### config.mk
export PLATFORM = sky130hd
export DESIGN_NAME = twowayhandshake_replayer
export DESIGN_NICKNAME = d
export VERILOG_FILES = /design/src/rtl/twowayhandshake_replayer_pkg.sv /design/src/rtl/twowayhandshake_replayer_replay_fifo.sv /design/src/rtl/twowayhandshake_replayer.sv
export SDC_FILE = /design/constraint.sdc
export NUM_CORES = 1
export LEC_CHECK = 0
export BUFFER_PORTS_ARGS = -buffer_cell sky130_fd_sc_hd__clkbuf_2
export CAP_MARGIN = 20
export CELL_PAD_IN_SITES_DETAIL_PLACEMENT = 0
export CELL_PAD_IN_SITES_GLOBAL_PLACEMENT = 1
export CORE_AREA = 2 2 120 151
export CTS_CLUSTER_SIZE = 8
export DETAILED_ROUTE_END_ITERATION = 12
export DIE_AREA = 0 0 122 153
export PLACE_DENSITY_LB_ADDON = 0.3
export SLEW_MARGIN = 5
export SYNTH_ARGS = -nofsm -noshare
export SYNTH_HDL_FRONTEND = slang
export SYNTH_SLANG_ARGS = --single-unit
### constraint.sdc
create_clock -name clk -period 2.95 [get_ports clk]
set_input_delay 0 -clock clk [delete_from_list [all_inputs] [get_ports clk]]
set_output_delay 0 -clock clk [all_outputs]
set_load 0.1 [all_outputs]
### src/rtl/twowayhandshake_replayer_pkg.sv
// Shared replay-side definitions.
// Holds the default payload width, the packet-counter width shared with the
// record-side splitter, and the presentation-state encoding.
package twowayhandshake_replayer_pkg;

  localparam int DEFAULT_DATA_WIDTH = 32;
  localparam int DEFAULT_CNT_WIDTH  = 32;

  typedef enum logic {
    ST_IDLE    = 1'b0,
    ST_PRESENT = 1'b1
  } present_state_e;

endpackage

### src/rtl/twowayhandshake_replayer_replay_fifo.sv
// replay_fifo: synchronous DATA_WIDTH x DEPTH buffer for replayed begin entries.
// Ports:
//   clk, rst          clock, async active-high reset (pointers only)
//   i_push, i_wr_data write side; ignored when full
//   i_pop             read side; ignored when empty
//   o_full, o_empty   occupancy flags
//   o_head            oldest entry (valid when !o_empty)
module replay_fifo
  import twowayhandshake_replayer_pkg::*;
#(
  parameter int DATA_WIDTH = DEFAULT_DATA_WIDTH,
  parameter int DEPTH      = 4
) (
  input  logic                  clk,
  input  logic                  rst,
  input  logic                  i_push,
  input  logic [DATA_WIDTH-1:0] i_wr_data,
  input  logic                  i_pop,
  output logic                  o_full,
  output logic                  o_empty,
  output logic [DATA_WIDTH-1:0] o_head
);

  localparam int AW = $clog2(DEPTH);

  logic [DATA_WIDTH-1:0] r_mem [DEPTH];
  logic [AW:0]           r_wr_ptr;
  logic [AW:0]           r_rd_ptr;
  logic                  w_push_ok;
  logic                  w_pop_ok;

  // Extra pointer MSB distinguishes full from empty when the indices match.
  assign o_empty   = (r_wr_ptr == r_rd_ptr);
  assign o_full    = (r_wr_ptr[AW] != r_rd_ptr[AW]) &&
                     (r_wr_ptr[AW-1:0] == r_rd_ptr[AW-1:0]);
  assign w_push_ok = i_push & ~o_full;
  assign w_pop_ok  = i_pop & ~o_empty;
  assign o_head    = r_mem[r_rd_ptr[AW-1:0]];

  always_ff @(posedge clk or posedge rst) begin
    if (rst) begin
      r_wr_ptr <= '0;
      r_rd_ptr <= '0;
    end else begin
      if (w_push_ok) r_wr_ptr <= r_wr_ptr + (AW+1)'(1);
      if (w_pop_ok)  r_rd_ptr <= r_rd_ptr + (AW+1)'(1);
    end
  end

  // Storage needs no reset: reads are gated by the pointers.
  always_ff @(posedge clk) begin
    if (w_push_ok) r_mem[r_wr_ptr[AW-1:0]] <= i_wr_data;
  end

endmodule

### src/rtl/twowayhandshake_replayer.sv
// twowayhandshake_replayer: replays recorded valid/ready transactions to the CL
// and retires replayed end tokens only once the CL has completed a transaction.
// Ports:
//   clk, rst                          clock, async active-high reset
//   rplb_valid/rplb_ready/rplb_data   replayed begin entries in
//   rple_valid/rple_ready             replayed end tokens in
//   out_valid/out_ready/out_data      transactions driven to the CL
//   pend_cnt                          CL completions awaiting an end token
//   done_cnt                          retired (matched) transactions
//   idle                              nothing buffered, presented or pending
//   err_slack                         sticky slack-limit violation
module twowayhandshake_replayer
  import twowayhandshake_replayer_pkg::*;
#(
  parameter int DATA_WIDTH  = DEFAULT_DATA_WIDTH,
  parameter int BUF_DEPTH   = 4,
  parameter int MAX_SLACK   = 15,
  parameter int SLACK_WIDTH = 4,
  parameter int CNT_WIDTH   = DEFAULT_CNT_WIDTH
) (
  input  logic                   clk,
  input  logic                   rst,
  input  logic                   rplb_valid,
  output logic                   rplb_ready,
  input  logic [DATA_WIDTH-1:0]  rplb_data,
  input  logic                   rple_valid,
  output logic                   rple_ready,
  output logic                   out_valid,
  input  logic                   out_ready,
  output logic [DATA_WIDTH-1:0]  out_data,
  output logic [SLACK_WIDTH-1:0] pend_cnt,
  output logic [CNT_WIDTH-1:0]   done_cnt,
  output logic                   idle,
  output logic                   err_slack
);

  localparam logic [SLACK_WIDTH-1:0] LP_MAX     = SLACK_WIDTH'(MAX_SLACK);
  localparam logic [SLACK_WIDTH:0]   LP_MAX_EXT = (SLACK_WIDTH+1)'(MAX_SLACK);

  present_state_e         r_state;
  logic                   r_out_valid;
  logic [DATA_WIDTH-1:0]  r_out_data;
  logic [SLACK_WIDTH-1:0] r_pend;
  logic [CNT_WIDTH-1:0]   r_done;
  logic                   r_err;

  logic                   w_full;
  logic                   w_empty;
  logic [DATA_WIDTH-1:0]  w_head;
  logic                   w_push;
  logic                   w_pop;
  logic                   w_fire_out;
  logic                   w_fire_e;
  logic [SLACK_WIDTH:0]   w_pend_inc;
  logic                   w_slack_ok;
  logic                   w_slack_ok_next;

  replay_fifo #(
    .DATA_WIDTH (DATA_WIDTH),
    .DEPTH      (BUF_DEPTH)
  ) u_fifo (
    .clk       (clk),
    .rst       (rst),
    .i_push    (w_push),
    .i_wr_data (rplb_data),
    .i_pop     (w_pop),
    .o_full    (w_full),
    .o_empty   (w_empty),
    .o_head    (w_head)
  );

  assign w_fire_out = r_out_valid & out_ready;
  assign w_fire_e   = rple_valid & rple_ready;
  assign rplb_ready = ~w_full & ~rst;
  assign w_push     = rplb_valid & rplb_ready;
  assign rple_ready = (r_pend != '0);

  // Slack gate only decides whether to launch the next entry; a transaction
  // already presented is never withdrawn. The next-entry check is conservative
  // and ignores a same-cycle end token.
  assign w_pend_inc      = {1'b0, r_pend} + (SLACK_WIDTH+1)'(1);
  assign w_slack_ok      = (r_pend < LP_MAX);
  assign w_slack_ok_next = (w_pend_inc < LP_MAX_EXT);
  assign w_pop = ~w_empty &
                 ((r_state == ST_IDLE) ? w_slack_ok : (w_fire_out & w_slack_ok_next));

  always_ff @(posedge clk or posedge rst) begin
    if (rst) begin
      r_state     <= ST_IDLE;
      r_out_valid <= 1'b0;
      r_out_data  <= '0;
    end else begin
      case (r_state)
        ST_IDLE: begin
          if (w_pop) begin
            r_out_data  <= w_head;
            r_out_valid <= 1'b1;
            r_state     <= ST_PRESENT;
          end
        end
        ST_PRESENT: begin
          if (w_fire_out) begin
            if (w_pop) begin
              r_out_data <= w_head;
            end else begin
              r_out_valid <= 1'b0;
              r_state     <= ST_IDLE;
            end
          end
        end
        default: begin
          r_state     <= ST_IDLE;
          r_out_valid <= 1'b0;
        end
      endcase
    end
  end

  always_ff @(posedge clk or posedge rst) begin
    if (rst) begin
      r_pend <= '0;
      r_done <= '0;
      r_err  <= 1'b0;
    end else begin
      case ({w_fire_out, w_fire_e})
        2'b10:   if (r_pend != LP_MAX) r_pend <= r_pend + SLACK_WIDTH'(1);
        2'b01:   r_pend <= r_pend - SLACK_WIDTH'(1);
        default: r_pend <= r_pend;
      endcase
      if (w_fire_e) r_done <= r_done + CNT_WIDTH'(1);
      if (w_fire_out && !w_fire_e && (r_pend == LP_MAX)) r_err <= 1'b1;
    end
  end

  assign out_valid = r_out_valid;
  assign out_data  = r_out_data;
  assign pend_cnt  = r_pend;
  assign done_cnt  = r_done;
  assign err_slack = r_err;
  assign idle      = w_empty & ~r_out_valid & (r_pend == '0);

endmodule

---- Yosys cells after proc, flatten, opt, wreduce, memory -nomap -nowiden ----
Memories as Yosys holds them, arrays and structs flattened.
Index checks and enable logic that the tools add are counted.
storage, ports and cells
  flip-flop bits (word level) ............. 77
  bits in latches ......................... 0
  RAM bits ................................ 128
  bits in read-only memories .............. 0
  output and inout port bits .............. 73
  word-level logic and storage cells ...... 67
  memories ................................ 1
memory list
  name          words  width  rd ports  clocked after Yosys merged registers in  write ports  line                                        source
  u_fifo.r_mem  4      32     1         0                                        1            twowayhandshake_replayer_replay_fifo.sv:26  logic [DATA_WIDTH-1:0] r_mem [DEPTH];
cells by class
  add/subtract/negate cells ............... 6
  multipliers ............................. 0
  div/mod/pow operators ................... 0
  magnitude comparators ................... 2
  eq/ne operators ......................... 11
  shifts and indexed selects .............. 0
  muxes and demuxes ....................... 15
  bitwise logic cells ..................... 15
  reduce and logical (&&, ||, !) cells .... 9
operators by type and width
  cell                                                         count
  2-to-1 mux 32 bit                                            2
  case mux 32 bit (2 select lines)                             1
  adder 32 x 1 -> 32 bit (second input constant)               1
  bitwise AND 1 bit                                            10
  2-to-1 mux 1 bit                                             8
  case mux 4 bit (2 select lines)                              1
  adder 3 x 1 -> 3 bit (second input constant)                 2
  adder 4 x 1 -> 5 bit (second input constant)                 1
  less-than comparator 5 x 4 -> 1 bit (second input constant)  1
  NOT 1 bit                                                    5
  adder 4 x 1 -> 4 bit (second input constant)                 1
  == test 4 bit (second input constant)                        1
  zero test 4 bit                                              1
  less-than comparator 4 bit (second input constant)           1
  2-to-1 mux 4 bit                                             1
  != test 2 x 1 -> 1 bit (second input constant)               2
  != test 2 bit (second input constant)                        2
  != test 4 bit (second input constant)                        1
  case mux 1 bit (2 select lines)                              2
  nonzero test 4 bit                                           1
  subtractor 4 x 1 -> 4 bit (second input constant)            1
  == test 3 bit                                                1
  logical AND 1 bit                                            3
  AND reduction 3 bit                                          1
  other kinds (7)                                              7

---- Logic depth before layout (Yosys ltp) ----
Gate-level depths: netlist of the first run.
  word-level depth ........................ 8
  depth in mapped cells ................... 11
  depth with buffers taken out ............ 11

---- Hierarchy ----
A second synthesis of the first run with hierarchy kept.
second synthesis, totals
  cells, all modules ...................... 451
  area, all modules ....................... 8,179.1 µm²
modules (own cells, without submodules)
  module                    instances  cells each  area each (µm²)
  replay_fifo               1          217         5,132.4
  twowayhandshake_replayer  1          234         3,046.7

---- Worst setup path before layout of the first run ----
Ideal clock, no wire load.
  path kind ............................... register to output
  start point ............................. register r_pend[0], in the netlist pend_cnt[0]
  end point ............................... output port idle
  arrival ................................. 4.036 ns
  required time ........................... 2.950 ns
  slack ................................... -1.086 ns
  cell stages (with the launch flop) ...... 6
  path buffers ............................ 0
  cell sequence ........................... dfrtp_1 inv_1 ha_1 nor3b_4 inv_2 nor3_1
between the ends
  longest elaborated chain between the ends .. 2
RTL lines
  what                    line                             source
  start, declared         twowayhandshake_replayer.sv:43   logic [SLACK_WIDTH-1:0] r_pend;
  start signal, assigned  twowayhandshake_replayer.sv:126  2'b10: if (r_pend != LP_MAX) r_pend <= r_pend + SLACK_WIDTH'(1);
  start signal, assigned  twowayhandshake_replayer.sv:127  2'b01: r_pend <= r_pend - SLACK_WIDTH'(1);
  start signal, assigned  twowayhandshake_replayer.sv:128  default: r_pend <= r_pend;
  zero test 4 bit         twowayhandshake_replayer.sv:140  assign idle = w_empty & ~r_out_valid & (r_pend == '0);
  bitwise AND 1 bit       twowayhandshake_replayer.sv:140
  end, declared           twowayhandshake_replayer.sv:33   output logic idle,
No other way between the ends.

---- Worst setup path after layout of the first run ----
  start point ............................. register r_pend[0], in the netlist pend_cnt[0]
  end point ............................... register r_pend[3], in the netlist pend_cnt[3]
between the ends
  longest elaborated chain between the ends .. 5
  elaborated cells on any way between the ends .. 12
RTL lines
  what
  branches (longest 5 deep; another with adder 4 x 1 -> 4 bit)
Parallel ways; which one is timed is not known. The select of a mux whose other input is x is not followed.
A chain may end at the register's enable or synchronous reset.

==> metrics.csv, run 1 <==
metric;value;unit
CTS tree;yes;
fillers;1352;
DRC;0;
reg-to-reg setup timing slack;440;ps
detailed-placement wirelength estimate;9677;um
R2R Path End;pend_cnt[3];
Placed Instances;775;
Synthesized Nets;497;
Post-synth top cells;edfxtp_1, dfrtp_1, mux4_2;
fin crit period;2512;ps
Worst setup SP type;register;
peak supply drop;0.0009607;V
Net Sw Power;5268;uW
R2R depth;11;
count leader, synth;edfxtp_1;
layout cell share with drive strength beyond 1;0.3699;
Die Width;122;um
Post-CTS Setup Inserts;0;
diode count;0;
Layout Nets;666;
fin area;10360;um^2
Fin. Hold Viols;0;
Setup crit end;pend_cnt[3];
CP endpoint kind;register;
Hold Buf Count CTS;36;
DR vias/cell;5.259;
vias post-DR;4533;
antenna violations before repair;0;
Yosys top cell by area;edfxtp_1;
TritonRoute pass-1 iters;4;
global route overflow;0;
first-pass GRT wire length;25700;um
Sw Ratio;0.4190;
largest net degree at the start of global routing;42;
sequential power share;0.323;
Max-slew headroom;0.4877;
Num CTS Buffers;29;
Worst EP arrival;2900;ps
CTS max path bufs;3;
worst-skew pair later-pin latency;520;ps
root buffer cell;clkbuf_16;
RSZ-0062 raised after global routing;no;
Yosys reg bits;205;
Peak Freq;398.1;MHz
Finished Layout Cells;862;
Setup WS post-layout;437.9;ps
die height;153;um
area grow syn2layout;24.82;%
post-route ant nets;0;
routability cong.;0.7643;
Routed wire per std cell;18.44;um
Max FO, Critical Path;6;
leakage power;0.004145;uW
Slew @ Worst Pin;767.6;ps
setup TNS;0;ps
post-detailed-routing wire length;15900;um
input/output buffers;109;
count of cell types in the netlist;41;
Netlist Area Pre-Place;8299;um^2
Logic pwr share;0.444;
prevailing post-synth register cell;edfxtp_1;
outcome;finished, final reports clean;
total power;12570;uW
vias in the first global route;4912;
Cells after Synth;449;
H-Tree Depth;1;
IO Pins;110;
die area;18670;um^2
Initial Utilization;0.4817;
gr usage total;0.1770;
Core Box Area;17230;um^2
EDFF count, synth;128;
Sink Count;205;
Yosys top cell area share;0.4631;
Tcrit/Tclk final;0.8516;
synth top area cells;edfxtp_1, dfrtp_1, mux4_2, mux2_4, xnor2_1;
async set-reset flop share out of synthesis;0.3756;
mean post-synth cell area;18.48;um^2
# Max-Cap Violations;0;
floorplan row count;54;
clock slew at reported path FFs;50;ps
Slew Viols, Final;0;
post-CTS sizing;0;
Setup CP Type;register to register;
worst min path class;input port to asynchronous set/reset pin;
clock power share;0.234;
PwrDens;1214;nW/um^2
setup violators final;0;
Seq/Total Area, Yosys;0.6953;
Placed Area;9189;um^2
skew final;9.282;ps
P_int;7305;uW
Synth warnings;0;
Place WS;438.9;ps
CP required;3340;ps
Worst R2R Start;pend_cnt[0];
drt initial violations;289;
CP startpoint;pend_cnt[0];
state kept, by name (all words and copies together) (netlist names):
name and count:
out_data 32, err_slack 1, done_cnt 32, u_fifo.r_mem 128
pend_cnt 4, u_fifo.r_rd_ptr 3, out_valid 1, u_fifo.r_wr_ptr 3
r_state 1
worst max-delay path, cell delays in order (launching register included):
cell	delay, ps
dfrtp_2	440
inv_1	140
ha_1	170
nor3b_4	430
inv_4	90
nand3_2	120
inv_2	70
ha_1	280
a21o_1	190
a21o_1	210
mux2i_1	160
o22ai_1	100
stage by stage:
stage | hold slack, ps | util
final | 178.0 | 0.6012
after floorplan | 98.87 | -
after global routing | 239.1 | 0.6012
after detailed placement | 203.5 | 0.5333
after CTS | 205.2 | 0.6012
after global placement | 192.2 | 0.5333
power by group through the flow:
stage          clock, uW  combinational [uW]  sequential [uW]
2_1_floorplan          0                2450             6280
3_3_place_gp           0                5540             4090
3_5_place_dp           0                5620             4110
4_1_cts             3000                5660             4070
5_1_grt             3120                5890             4140
6_report            2940                5580             4060
worst min path at each step:
stage | from | slack (ps) | to
6_report | rst | 180 | out_data[28]
5_1_grt | rst | 240 | err_slack
4_1_cts | rst | 210 | out_data[28]
3_5_place_dp | rst | 200 | out_data[28]
3_3_place_gp | rst | 190 | out_data[28]
2_1_floorplan | rplb_data[0] | 100 | u_fifo.r_mem[0][0]
placed cells by master (no fill, tap or decap), types with 3 or more instances in the layout:
cell type / Yosys / routed
edfxtp_1: 128 / 128
clkbuf_2: 0 / 109
dfrtp_1: 77 / 73
dlygate4sd3_1: 0 / 36
mux4_2: 32 / 32
xnor2_1: 30 / 30
mux2_4: 30 / 30
clkbuf_16: 0 / 29
clkbuf_1: 3 / 21
nand4_1: 17 / 17
nand2_1: 15 / 15
nand3_1: 13 / 13
xor2_1: 11 / 11
ha_1: 10 / 10
inv_1: 10 / 9
and3_1: 7 / 7
buf_12: 0 / 6
nor3_1: 6 / 5
nor2_1: 4 / 4
and2_2: 0 / 4
dfrtp_2: 0 / 4
and2_1: 7 / 3
nor4_4: 3 / 3
mux2_1: 3 / 3
metal layers:
metal  global-route usage  vias up  wire, um  share of wire
met2               0.3022      114      8045           0.51
met4              0.05309        0       281          0.018
met3              0.03769       23       827          0.052
li1                     -     2078         -              -
met5                    0        -         0              0
met1               0.2270     2318      6742           0.42
area by class of cell:
type	count	area (um^2)	area share
repair buffers	153	1041	0.1005
well taps	224	280.3	0.02706
flip-flops and latches	205	5776	0.5576
inverters	12	48.80	0.004711
clock buffers	50	804.5	0.07767
clock inverters	1	5.005	0.0004831
multi-input cells	217	2404	0.2320
cell families after synthesis:
logic type	count (synthesis)	synth area share
xor gates and xnor gates	41	0.04327
muxes	69	0.1503
DFF	205	0.6953
adders and majority gates	11	0.01749
AOI/OAI and AO/OA	14	0.01311
and+or+nand+nor	82	0.06422
buffers and inverters	27	0.01628
(Power assumes the default switching activity.)
==> run 2, diff against run 1 <==
--- a/config.mk
+++ b/config.mk
@@ -9,11 +9,11 @@
 export CAP_MARGIN = 20
 export CELL_PAD_IN_SITES_DETAIL_PLACEMENT = 0
 export CELL_PAD_IN_SITES_GLOBAL_PLACEMENT = 1
-export CORE_AREA = 2 2 120 151
+export CORE_AREA = 2 2 119 150
 export CTS_CLUSTER_SIZE = 8
 export DETAILED_ROUTE_END_ITERATION = 12
-export DIE_AREA = 0 0 122 153
-export PLACE_DENSITY_LB_ADDON = 0.3
+export DIE_AREA = 0 0 121 152
+export PLACE_DENSITY_LB_ADDON = 0.1
 export SLEW_MARGIN = 5
 export SYNTH_ARGS = -nofsm -noshare
 export SYNTH_HDL_FRONTEND = slang
==> constraint.sdc (replaced) <==
create_clock -name clk -period 3.2 [get_ports clk]
set_input_delay 0 -clock clk [delete_from_list [all_inputs] [get_ports clk]]
set_output_delay 0 -clock clk [all_outputs]
set_load 0.1 [all_outputs]
==> metrics.csv, run 2 (synthesis results as in run 1) <==
metric;value;unit
CTS max path bufs;3;
CP Depth;11;
vias post-DR;4499;
diode count;0;
CP endpoint kind;register;
first-pass GRT wire length;25900;um
Worst R2R Start;pend_cnt[0];
# Max-Cap Violations;0;
routability cong.;0.8018;
post-detailed-routing wire length;15970;um
skew final;18.16;ps
fin util;0.6057;
Max-slew headroom;0.4946;
Peak Freq;395.8;MHz
Reg area;5776;um^2
Routed wire per std cell;18.46;um
DRC;0;
layout cell share with drive strength beyond 1;0.3729;
worst min path class;input port to asynchronous set/reset pin;
global route overflow;0;
Worst EP arrival;2930;ps
most common cell after layout, fill and taps aside;edfxtp_1;
fin crit period;2526;ps
drt initial violations;137;
Setup CP Type;register to register;
post-route ant nets;0;
CP delay by family, top;simple AND/OR/NAND/NOR gates;
largest net degree at the start of global routing;35;
PwrDens;1120;nW/um^2
CTS tree;yes;
max reg flops;128;
worst-skew pair later-pin latency;540;ps
Layout Nets;668;
total power;11590;uW
Max FO, Critical Path;6;
CP required;3600;ps
Worst setup SP type;register;
RSZ-0062 raised after global routing;no;
WP buf/inv;3;
Fin. Hold Viols;0;
clock slew at reported path FFs;50;ps
fillers;1333;
root buffer cell;clkbuf_16;
DR vias/cell;5.201;
R2R depth;11;
most frequent cells in the layout;edfxtp_1, clkbuf_2, dfrtp_1, dlygate4sd3_1, mux4_2;
R2R Path End;pend_cnt[3];
outcome;finished, final reports clean;
Die Width;121;um
leakage power;0.004152;uW
setup TNS;0;ps
detailed-placement wirelength estimate;10000;um
floorplan row count;54;
crit-path cells;inv_1 > ha_1 > nor3b_4 > inv_2 > nand3_2 > inv_2 > ha_1 > a21o_1 > a21o_1 > mux2i_1 > o22ai_1;
setup violators final;0;
die area;18390;um^2
die height;152;um
area of the multi-input gates;2404;um^2
Sink Count;205;
slowest stage delay, CP;440;ps
input/output buffers;109;
H-Tree Depth;1;
Core Box Area;17090;um^2
Slew Viols, Final;0;
Post-CTS Setup Inserts;0;
peak supply drop;0.0007334;V
CP max stage cell;dfrtp_2;
antenna violations before repair;0;
vias in the first global route;4882;
gr usage total;0.1803;
area grow syn2layout;24.76;%
post-CTS sizing;0;
Initial Utilization;0.4855;
IO Pins;110;
reg-to-reg setup timing slack;670;ps
Tcrit/Tclk final;0.7894;
Hold WS;39.62;ps
TritonRoute pass-1 iters;4;
Slew @ Worst Pin;752.4;ps
Num CTS Buffers;29;
## run 2: worst max path at each step
stage                 from     endpoint  slack (ps)
2_1_floorplan  pend_cnt[0]  pend_cnt[3]         200
3_3_place_gp   pend_cnt[0]  pend_cnt[3]         780
3_5_place_dp   pend_cnt[0]  pend_cnt[3]         700
4_1_cts        pend_cnt[0]  pend_cnt[3]         680
5_1_grt        pend_cnt[0]  pend_cnt[3]         500
6_report       pend_cnt[0]  pend_cnt[3]         670
## run 2: report_power, final
| group | internal (uW) | switching, uW |
|---|---|---|
| clock | 1690 | 1060 |
| combinational | 1630 | 3450 |
| sequential | 3400 | 356 |
## run 2: area by class of cell
class,count,area share
clock buffers,50,0.07770
clock inverters,2,0.002417
inverters,12,0.004471
multi-input cells,217,0.2321
flip-flops and latches,205,0.5578
well taps,224,0.02707
repair buffers,155,0.09837
## run 2: per-stage QoR
| stage | std cells | setup slack (ps) | instance area, um^2 |
|---|---|---|---|
| global route | 865 | 503.8 | 10350 |
| finish | 865 | 673.8 | 10350 |
| CTS | 865 | 681.7 | 10350 |
| detailed placement | 777 | 700.9 | 9164 |
| floorplan | 449 | 200.6 | 8307 |
| global placement | 777 | 780.4 | 9164 |
## run 2: repair_timing
item                                   CTS  global route
endpoints found under the hold margin  180             0
setup endpoints to repair                0             0
hold buffers                            36             0
## run 2: tightest hold or removal path: stages
cell and delay [ps]:
dlygate4sd3_1 530, clkbuf_2 140, clkinv_2 320
## run 2: routing by layer
metal | global-route usage | routed length (um) | share of wire
met1 | 0.2228 | 6384 | 0.40
met2 | 0.3157 | 8404 | 0.53
met3 | 0.03979 | 839 | 0.053
met4 | 0.05316 | 339 | 0.021
met5 | 0 | 0 | 0
